**config.mk**
```make
export PLATFORM = sky130hd
export DESIGN_NAME = psram_qpi_ctrl
export DESIGN_NICKNAME = d
export VERILOG_FILES = /design/src/rtl/psram_qpi_ctrl.sv
export SDC_FILE = /design/constraint.sdc
export NUM_CORES = 1
export LEC_CHECK = 0
export CELL_PAD_IN_SITES_DETAIL_PLACEMENT = 1
export CELL_PAD_IN_SITES_GLOBAL_PLACEMENT = 1
export CORE_MARGIN = 2
export CORE_UTILIZATION = 30
export CTS_BUF_LIST = sky130_fd_sc_hd__clkbuf_16
export CTS_CLUSTER_DIAMETER = 50
export DETAILED_ROUTE_END_ITERATION = 7
export PLACE_DENSITY = 0.61
export SLEW_MARGIN = 0
export SYNTH_ARGS = -nofsm -noshare
export SYNTH_HDL_FRONTEND = slang
export SYNTH_SLANG_ARGS = --single-unit
```
**constraint.sdc**
```tcl
create_clock -name mem_clk -period 5.2 [get_ports mem_clk]
set_clock_uncertainty 0.05 [all_clocks]
set_input_delay 1.3 -clock mem_clk [delete_from_list [all_inputs] [get_ports mem_clk]]
set_output_delay 1.3 -clock mem_clk [all_outputs]
set_load 0.02 [all_outputs]
```
**src/rtl/psram_qpi_ctrl.sv**
```systemverilog
// QPI PSRAM controller: power-up sequence (delay, RSTEN/RST/QPI-enable in SPI) then QPI read/write bursts.
// Optional PSRAM_INIT_SKIP_EN shortens the power-up delay to 16 mem_clk cycles for fast simulation.
module psram_qpi_ctrl #(
    parameter int          INIT_CYCLES = 12800,
    parameter int          DATA_W      = 16,
    parameter int          BURST_WORDS = 1,
    parameter int          WAIT_CYCLES = 6,
    parameter logic [7:0]  CMD_READ    = 8'hEB,
    parameter logic [7:0]  CMD_WRITE   = 8'h38
) (
    input  logic              mem_clk,
    input  logic              rst,
    input  logic              start,
    input  logic              cmd_valid,
    output logic              cmd_ready,
    input  logic              cmd_we,
    input  logic [23:0]       cmd_addr,
    input  logic [DATA_W-1:0] wr_data,
    output logic              wr_req,
    output logic [DATA_W-1:0] rd_data,
    output logic              rd_valid,
    output logic              init_done,
    output logic              busy,
    output logic              mem_ce_n,
    output logic              mem_sclk,
    output logic [3:0]        mem_sio_o,
    output logic [3:0]        mem_sio_oe,
    input  logic [3:0]        mem_sio_i
);

    localparam int N = DATA_W / 4;
`ifdef PSRAM_INIT_SKIP_EN
    localparam int DELAY_LEN = 16;
`else
    localparam int DELAY_LEN = INIT_CYCLES;
`endif
    localparam int CNT_MAX0 = (DELAY_LEN > WAIT_CYCLES) ? DELAY_LEN : WAIT_CYCLES;
    localparam int CNT_MAX  = (CNT_MAX0 > 8) ? CNT_MAX0 : 8;
    localparam int CNT_W    = $clog2(CNT_MAX + 1);
    localparam int NIB_W    = (N > 1) ? $clog2(N) : 1;
    localparam int WRD_W    = (BURST_WORDS > 1) ? $clog2(BURST_WORDS) : 1;

    typedef enum logic [3:0] {
        S_DELAY, S_RSTEN, S_RST, S_QPIEN, S_IDLE,
        S_CMD, S_ADDR, S_WAIT, S_DATA, S_END
    } state_t;

    state_t             state_q, state_d;
    logic [CNT_W-1:0]   cnt_q, cnt_d;
    logic               start_lat_q, start_lat_d;
    logic               init_done_q, init_done_d;
    logic               ce_n_q, ce_n_d;
    logic               sclk_q, sclk_d;
    logic [3:0]         sio_o_q, sio_o_d;
    logic [3:0]         sio_oe_q, sio_oe_d;
    logic               wr_req_q, wr_req_d;
    logic               rd_valid_q, rd_valid_d;
    logic [DATA_W-1:0]  rd_data_q, rd_data_d;
    logic               we_q, we_d;
    logic [NIB_W-1:0]   nib_cnt_q, nib_cnt_d;
    logic [WRD_W-1:0]   wrd_cnt_q, wrd_cnt_d;
    logic [31:0]        tx_sh_q, tx_sh_d;
    logic [DATA_W-1:0]  wr_sh_q, wr_sh_d;
    logic [DATA_W-1:0]  nxt_word_q, nxt_word_d;
    logic [DATA_W-1:0]  rd_sh_q, rd_sh_d;
    logic [7:0]         opc;
    logic [7:0]         spi_op;
    logic               fall, rise;
    logic               last_nib, last_word;

    function automatic logic [7:0] next_spi_op(input state_t s);
        case (s)
            S_DELAY: next_spi_op = 8'h66;
            S_RSTEN: next_spi_op = 8'h99;
            S_RST:   next_spi_op = 8'h35;
            default: next_spi_op = 8'h00;
        endcase
    endfunction

    function automatic logic [3:0] top_nib(input logic [DATA_W-1:0] w);
        top_nib = w[DATA_W-1 -: 4];
    endfunction

    // fall/rise name the SCLK transition the coming mem_clk edge produces
    assign fall      = !ce_n_q && sclk_q;
    assign rise      = !ce_n_q && !sclk_q;
    assign last_nib  = (nib_cnt_q == NIB_W'(N - 1));
    assign last_word = (wrd_cnt_q == WRD_W'(BURST_WORDS - 1));

    always_comb begin
        state_d     = state_q;
        cnt_d       = cnt_q;
        start_lat_d = start_lat_q;
        init_done_d = init_done_q;
        ce_n_d      = ce_n_q;
        sclk_d      = 1'b0;
        sio_o_d     = sio_o_q;
        sio_oe_d    = sio_oe_q;
        wr_req_d    = 1'b0;
        rd_valid_d  = 1'b0;
        rd_data_d   = rd_data_q;
        we_d        = we_q;
        nib_cnt_d   = nib_cnt_q;
        wrd_cnt_d   = wrd_cnt_q;
        tx_sh_d     = tx_sh_q;
        wr_sh_d     = wr_sh_q;
        rd_sh_d     = rd_sh_q;
        nxt_word_d  = wr_req_q ? wr_data : nxt_word_q;
        opc         = cmd_we ? CMD_WRITE : CMD_READ;
        spi_op      = next_spi_op(state_q);
        if (!ce_n_q) sclk_d = ~sclk_q;

        case (state_q)
            S_DELAY: begin
                start_lat_d = start_lat_q | start;
                if (start_lat_q) begin
                    if (cnt_q == CNT_W'(DELAY_LEN - 1)) begin
                        state_d  = S_RSTEN;
                        cnt_d    = '0;
                        ce_n_d   = 1'b0;
                        tx_sh_d  = {spi_op, 24'h0};
                        sio_o_d  = {3'b000, spi_op[7]};
                        sio_oe_d = 4'b0001;
                    end else begin
                        cnt_d = cnt_q + 1'b1;
                    end
                end
            end

            // SPI opcode window (CE low) followed by a 4-cycle CE-high gap in the same state
            S_RSTEN, S_RST, S_QPIEN: begin
                if (!ce_n_q) begin
                    if (fall) begin
                        if (cnt_q == CNT_W'(7)) begin
                            ce_n_d   = 1'b1;
                            sio_o_d  = 4'h0;
                            sio_oe_d = 4'h0;
                            cnt_d    = '0;
                        end else begin
                            cnt_d   = cnt_q + 1'b1;
                            tx_sh_d = tx_sh_q << 1;
                            sio_o_d = {3'b000, tx_sh_q[30]};
                        end
                    end
                end else if (cnt_q == CNT_W'(3)) begin
                    cnt_d = '0;
                    if (state_q == S_QPIEN) begin
                        state_d     = S_IDLE;
                        init_done_d = 1'b1;
                    end else begin
                        state_d  = (state_q == S_RSTEN) ? S_RST : S_QPIEN;
                        ce_n_d   = 1'b0;
                        tx_sh_d  = {spi_op, 24'h0};
                        sio_o_d  = {3'b000, spi_op[7]};
                        sio_oe_d = 4'b0001;
                    end
                end else begin
                    cnt_d = cnt_q + 1'b1;
                end
            end

            S_IDLE: begin
                if (cmd_valid && init_done_q) begin
                    state_d  = S_CMD;
                    cnt_d    = '0;
                    we_d     = cmd_we;
                    tx_sh_d  = {opc, cmd_addr};
                    wr_sh_d  = wr_data;
                    ce_n_d   = 1'b0;
                    sio_o_d  = opc[7:4];
                    sio_oe_d = 4'hF;
                end
            end

            S_CMD: begin
                if (fall) begin
                    tx_sh_d = tx_sh_q << 4;
                    sio_o_d = tx_sh_q[27:24];
                    if (cnt_q == CNT_W'(1)) begin
                        state_d = S_ADDR;
                        cnt_d   = '0;
                    end else begin
                        cnt_d = cnt_q + 1'b1;
                    end
                end
            end

            S_ADDR: begin
                if (fall) begin
                    if (cnt_q == CNT_W'(5)) begin
                        cnt_d     = '0;
                        nib_cnt_d = '0;
                        wrd_cnt_d = '0;
                        if (we_q) begin
                            state_d  = S_DATA;
                            sio_o_d  = top_nib(wr_sh_q);
                            wr_sh_d  = wr_sh_q << 4;
                            wr_req_d = (N == 1) && (BURST_WORDS > 1);
                        end else begin
                            state_d  = (WAIT_CYCLES > 0) ? S_WAIT : S_DATA;
                            sio_o_d  = 4'h0;
                            sio_oe_d = 4'h0;
                        end
                    end else begin
                        cnt_d   = cnt_q + 1'b1;
                        tx_sh_d = tx_sh_q << 4;
                        sio_o_d = tx_sh_q[27:24];
                    end
                end
            end

            S_WAIT: begin
                if (fall) begin
                    if (cnt_q == CNT_W'(WAIT_CYCLES - 1)) begin
                        state_d = S_DATA;
                        cnt_d   = '0;
                    end else begin
                        cnt_d = cnt_q + 1'b1;
                    end
                end
            end

            S_DATA: begin
                if (rise && !we_q) begin
                    rd_sh_d = (rd_sh_q << 4) | DATA_W'(mem_sio_i);
                    if (last_nib) begin
                        rd_data_d  = (rd_sh_q << 4) | DATA_W'(mem_sio_i);
                        rd_valid_d = 1'b1;
                    end
                end
                if (fall) begin
                    if (last_nib && last_word) begin
                        state_d  = S_END;
                        cnt_d    = '0;
                        ce_n_d   = 1'b1;
                        sio_o_d  = 4'h0;
                        sio_oe_d = 4'h0;
                    end else if (last_nib) begin
                        nib_cnt_d = '0;
                        wrd_cnt_d = wrd_cnt_q + 1'b1;
                        if (we_q) begin
                            sio_o_d  = top_nib(nxt_word_q);
                            wr_sh_d  = nxt_word_q << 4;
                            wr_req_d = (N == 1) && (int'(wrd_cnt_q) + 1 < BURST_WORDS - 1);
                        end
                    end else begin
                        nib_cnt_d = nib_cnt_q + 1'b1;
                        if (we_q) begin
                            sio_o_d  = top_nib(wr_sh_q);
                            wr_sh_d  = wr_sh_q << 4;
                            // request the next word while its predecessor's last nibble goes out
                            wr_req_d = (int'(nib_cnt_q) + 1 == N - 1) && !last_word;
                        end
                    end
                end
            end

            S_END: begin
                if (cnt_q == CNT_W'(3)) begin
                    state_d = S_IDLE;
                    cnt_d   = '0;
                end else begin
                    cnt_d = cnt_q + 1'b1;
                end
            end

            default: state_d = S_DELAY;
        endcase
    end

    always_ff @(posedge mem_clk) begin
        if (rst) begin
            state_q     <= S_DELAY;
            cnt_q       <= '0;
            start_lat_q <= 1'b0;
            init_done_q <= 1'b0;
            ce_n_q      <= 1'b1;
            sclk_q      <= 1'b0;
            sio_o_q     <= 4'h0;
            sio_oe_q    <= 4'h0;
            wr_req_q    <= 1'b0;
            rd_valid_q  <= 1'b0;
            rd_data_q   <= '0;
            we_q        <= 1'b0;
            nib_cnt_q   <= '0;
            wrd_cnt_q   <= '0;
        end else begin
            state_q     <= state_d;
            cnt_q       <= cnt_d;
            start_lat_q <= start_lat_d;
            init_done_q <= init_done_d;
            ce_n_q      <= ce_n_d;
            sclk_q      <= sclk_d;
            sio_o_q     <= sio_o_d;
            sio_oe_q    <= sio_oe_d;
            wr_req_q    <= wr_req_d;
            rd_valid_q  <= rd_valid_d;
            rd_data_q   <= rd_data_d;
            we_q        <= we_d;
            nib_cnt_q   <= nib_cnt_d;
            wrd_cnt_q   <= wrd_cnt_d;
        end
    end

    always_ff @(posedge mem_clk) begin
        tx_sh_q    <= tx_sh_d;
        wr_sh_q    <= wr_sh_d;
        nxt_word_q <= nxt_word_d;
        rd_sh_q    <= rd_sh_d;
    end

    assign cmd_ready  = (state_q == S_IDLE) && init_done_q;
    assign busy       = (state_q != S_IDLE);
    assign init_done  = init_done_q;
    assign wr_req     = wr_req_q;
    assign rd_valid   = rd_valid_q;
    assign rd_data    = rd_data_q;
    assign mem_ce_n   = ce_n_q;
    assign mem_sclk   = sclk_q;
    assign mem_sio_o  = sio_o_q;
    assign mem_sio_oe = sio_oe_q;

endmodule

```
==> out/metrics.cfg <==
[placement]
io_buffers=79
hpwl_um=12300
placed_area_sq_um=7350
gp_congestion=0.796

[power_and_ir_drop]
p_leak_uw=0.00278
total_power_uw=4460
ir_drop_mv=0.232
power_density_nw_per_um2=562

[grt]
grt_max_degree=36
track_usage_pct=17.0
grt_overflow=0
antenna_found_initial=0
grt_pass1_wl_um=29400
grt_pass1_vias=5362

[timing]
fmax_mhz=248
period_needed_ns=4.04
setup_viol=0
fin_tns_setup_ns=0
tightestPinTransition_ns=0.833
holdWs_ns=0.399
rsz0062_at_grt=false
maxSlewViolCount=0
hold_violations=0
worst_slew_margin_rel_pct=44.0
fin_crit_sh_pct=77.7

[drt]
postRouteAntennaNets=0
wl_per_cell_um=18.4
vias=5151
route.detailed.drc=0
vias_per_cell=5.27
routed_wl_um=18000
initialDrtViolationCount=350
drt_first_pass_iters=6

[die]
start_util_pct=30.2
ios=80
placementRows=53
coreArea_sq_um=20800
die_y_um=149
die_w_um=149
dieArea_sq_um=22200

[final_layout]
final_common_cell=clkdlybuf4s50_1
area_growth_pct=25.9
post-route-util_pct=38.1
nets=743
multiInputGateArea_sq_um=2730
final_cell_area_sq_um=7930
ff_latch_area_sq_um=3250
drive_above_1_share_pct=10.2
mostFrequentLayoutCells=clkdlybuf4s50_1, edfxtp_1, nand2_1, nor2_1, dfxtp_1
fillCellCount=2353
diodes=0

[synth]
synth_seq_area_share_pct=51.6
synthesis.area_sq_um=6300
async_flop_share_pct=0
ys_seq_elements=125
syn_inst=624
avgSynthCellArea_sq_um=10.1
synth_warnings=0
synth_edf_count=75
synth_ff_type=edfxtp_1
yosysUniqueCellTypes=71
syn_nets=677

[setup_path]
start_kind=flop
worstPathMaxFanout=33
crit_path_end_kind=primary output
crit_arrival_ns=2.69
worst_ep_required_time_ns=3.85
path_class=reg -> out

[clocking]
post-cts-setup-buffer-count=0
cts_resized=0
cts_buffer_depth=2
worst_skew_pair.late_latency_ns=0.42
clockRootBuffer=clkbuf_16
cts.clk_slew.worst_paths_ns=0.06
cts_hold_buf=0
cts_tree=built
clock_sinks=125
cts_buffers=17
htree_levels=4

[min_path]
min_path_type=reg -> reg

[job]
drv_cap=0

[status]
status=finished, final reports clean

[cell type report]
cell class,instances,area share [%]
well taps,275,4.34
flip-flops and latches,125,41.0
clock inverters,14,1.66
repair buffers,94,11.4
inverters,32,1.51
multi-input cells,420,34.4
clock buffers,18,5.68
[cells in the mapped netlist, types with 4 or more instances]
cell type / number / area [sq um]
nand4_1: 7 / 43.8
dfxtp_1: 50 / 1000
a222oi_1: 20 / 200
o21ai_0: 18 / 90.1
a31oi_1: 6 / 37.5
o2bb2ai_1: 5 / 43.8
edfxtp_1: 75 / 2250
o21a_1: 4 / 30.0
nand2b_1: 12 / 75.1
buf_1: 4 / 15.0
mux2i_1: 17 / 170
and2_1: 6 / 37.5
xnor2_1: 12 / 105
buf_4: 5 / 37.5
nand2_1: 74 / 278
nor2_1: 60 / 225
a221oi_1: 5 / 43.8
nor3_1: 16 / 80.1
a22oi_1: 4 / 30.0
a22o_1: 7 / 61.3
ha_1: 4 / 50.1
a21oi_1: 45 / 225
clkbuf_1: 18 / 67.6
nand3_1: 12 / 60.1
buf_2: 16 / 80.1
o221ai_1: 12 / 105
inv_1: 32 / 120
nor4_1: 4 / 25.0
and4_1: 5 / 43.8
[worst max-delay path, stage by stage (launching register included)]
cell             delay (ns)
dfxtp_1                0.31
buf_4                  0.33
nor4b_2                0.66
inv_1                  0.33
clkdlybuf4s50_1        0.63
[cells by family after synthesis]
logic type,synth area share [%]
xor gates and xnor gates,1.95
buffers and inverters,5.70
AOI/OAI and AO/OA,18.3
muxes,3.06
adders and majority gates,0.954
DFF,51.6
and+or+nand+nor,18.4
[final timing paths]
check | endpoint | cells after the start | slack [ns] | start
setup / recovery | busy | 4 | 1.16 | state_q[2]$_SDFFE_PP0P_
hold / removal | rd_sh_q[8]$_DFFE_PP_ | 0 | 0.40 | rd_sh_q[4]$_DFFE_PP_
setup reg to reg | tx_sh_q[5]$_DFFE_PP_ | 7 | 2.25 | cnt_q[0]$_SDFFE_PP0P_
hold reg to reg | rd_sh_q[8]$_DFFE_PP_ | 0 | 0.40 | rd_sh_q[4]$_DFFE_PP_
[power by group]
group / leakage, uW / internal, uW / switching (uW)
Clock: 0.000291 / 695 / 478
Sequential: 0.00109 / 1420 / 123
Combinational: 0.00139 / 598 / 1150
[per-layer routing]
| metal | vias up | routed length, um | GRT usage, % |
|---|---|---|---|
| met5 | - | 0 | 0 |
| met3 | 21 | 599 | 3.03 |
| li1 | 2470 | - | - |
| met1 | 2557 | 8340 | 22.6 |
| met2 | 103 | 8740 | 27.7 |
| met4 | 0 | 275 | 6.19 |
[metrics by stage]
stage	std cells	worst slack, ns
2_1_floorplan	624	1.12
5_1_grt	978	0.996
6_report	978	1.16
3_5_place_dp	946	1.62
4_1_cts	978	1.19
3_3_place_gp	946	1.69
[flip-flops by register name, indices dropped and copies added, names as in the netlist, 2 cells and up]
| signal | count |
|---|---|
| rd_data | 16 |
| nib_cnt_q | 2 |
| mem_sio_oe | 2 |
| mem_sio_o | 4 |
| nxt_word_q | 16 |
| rd_sh_q | 12 |
| wr_sh_q | 16 |
| state_q | 4 |
| cnt_q | 14 |
| tx_sh_q | 31 |
No activity file was read; power rests on OpenSTA's default activity.
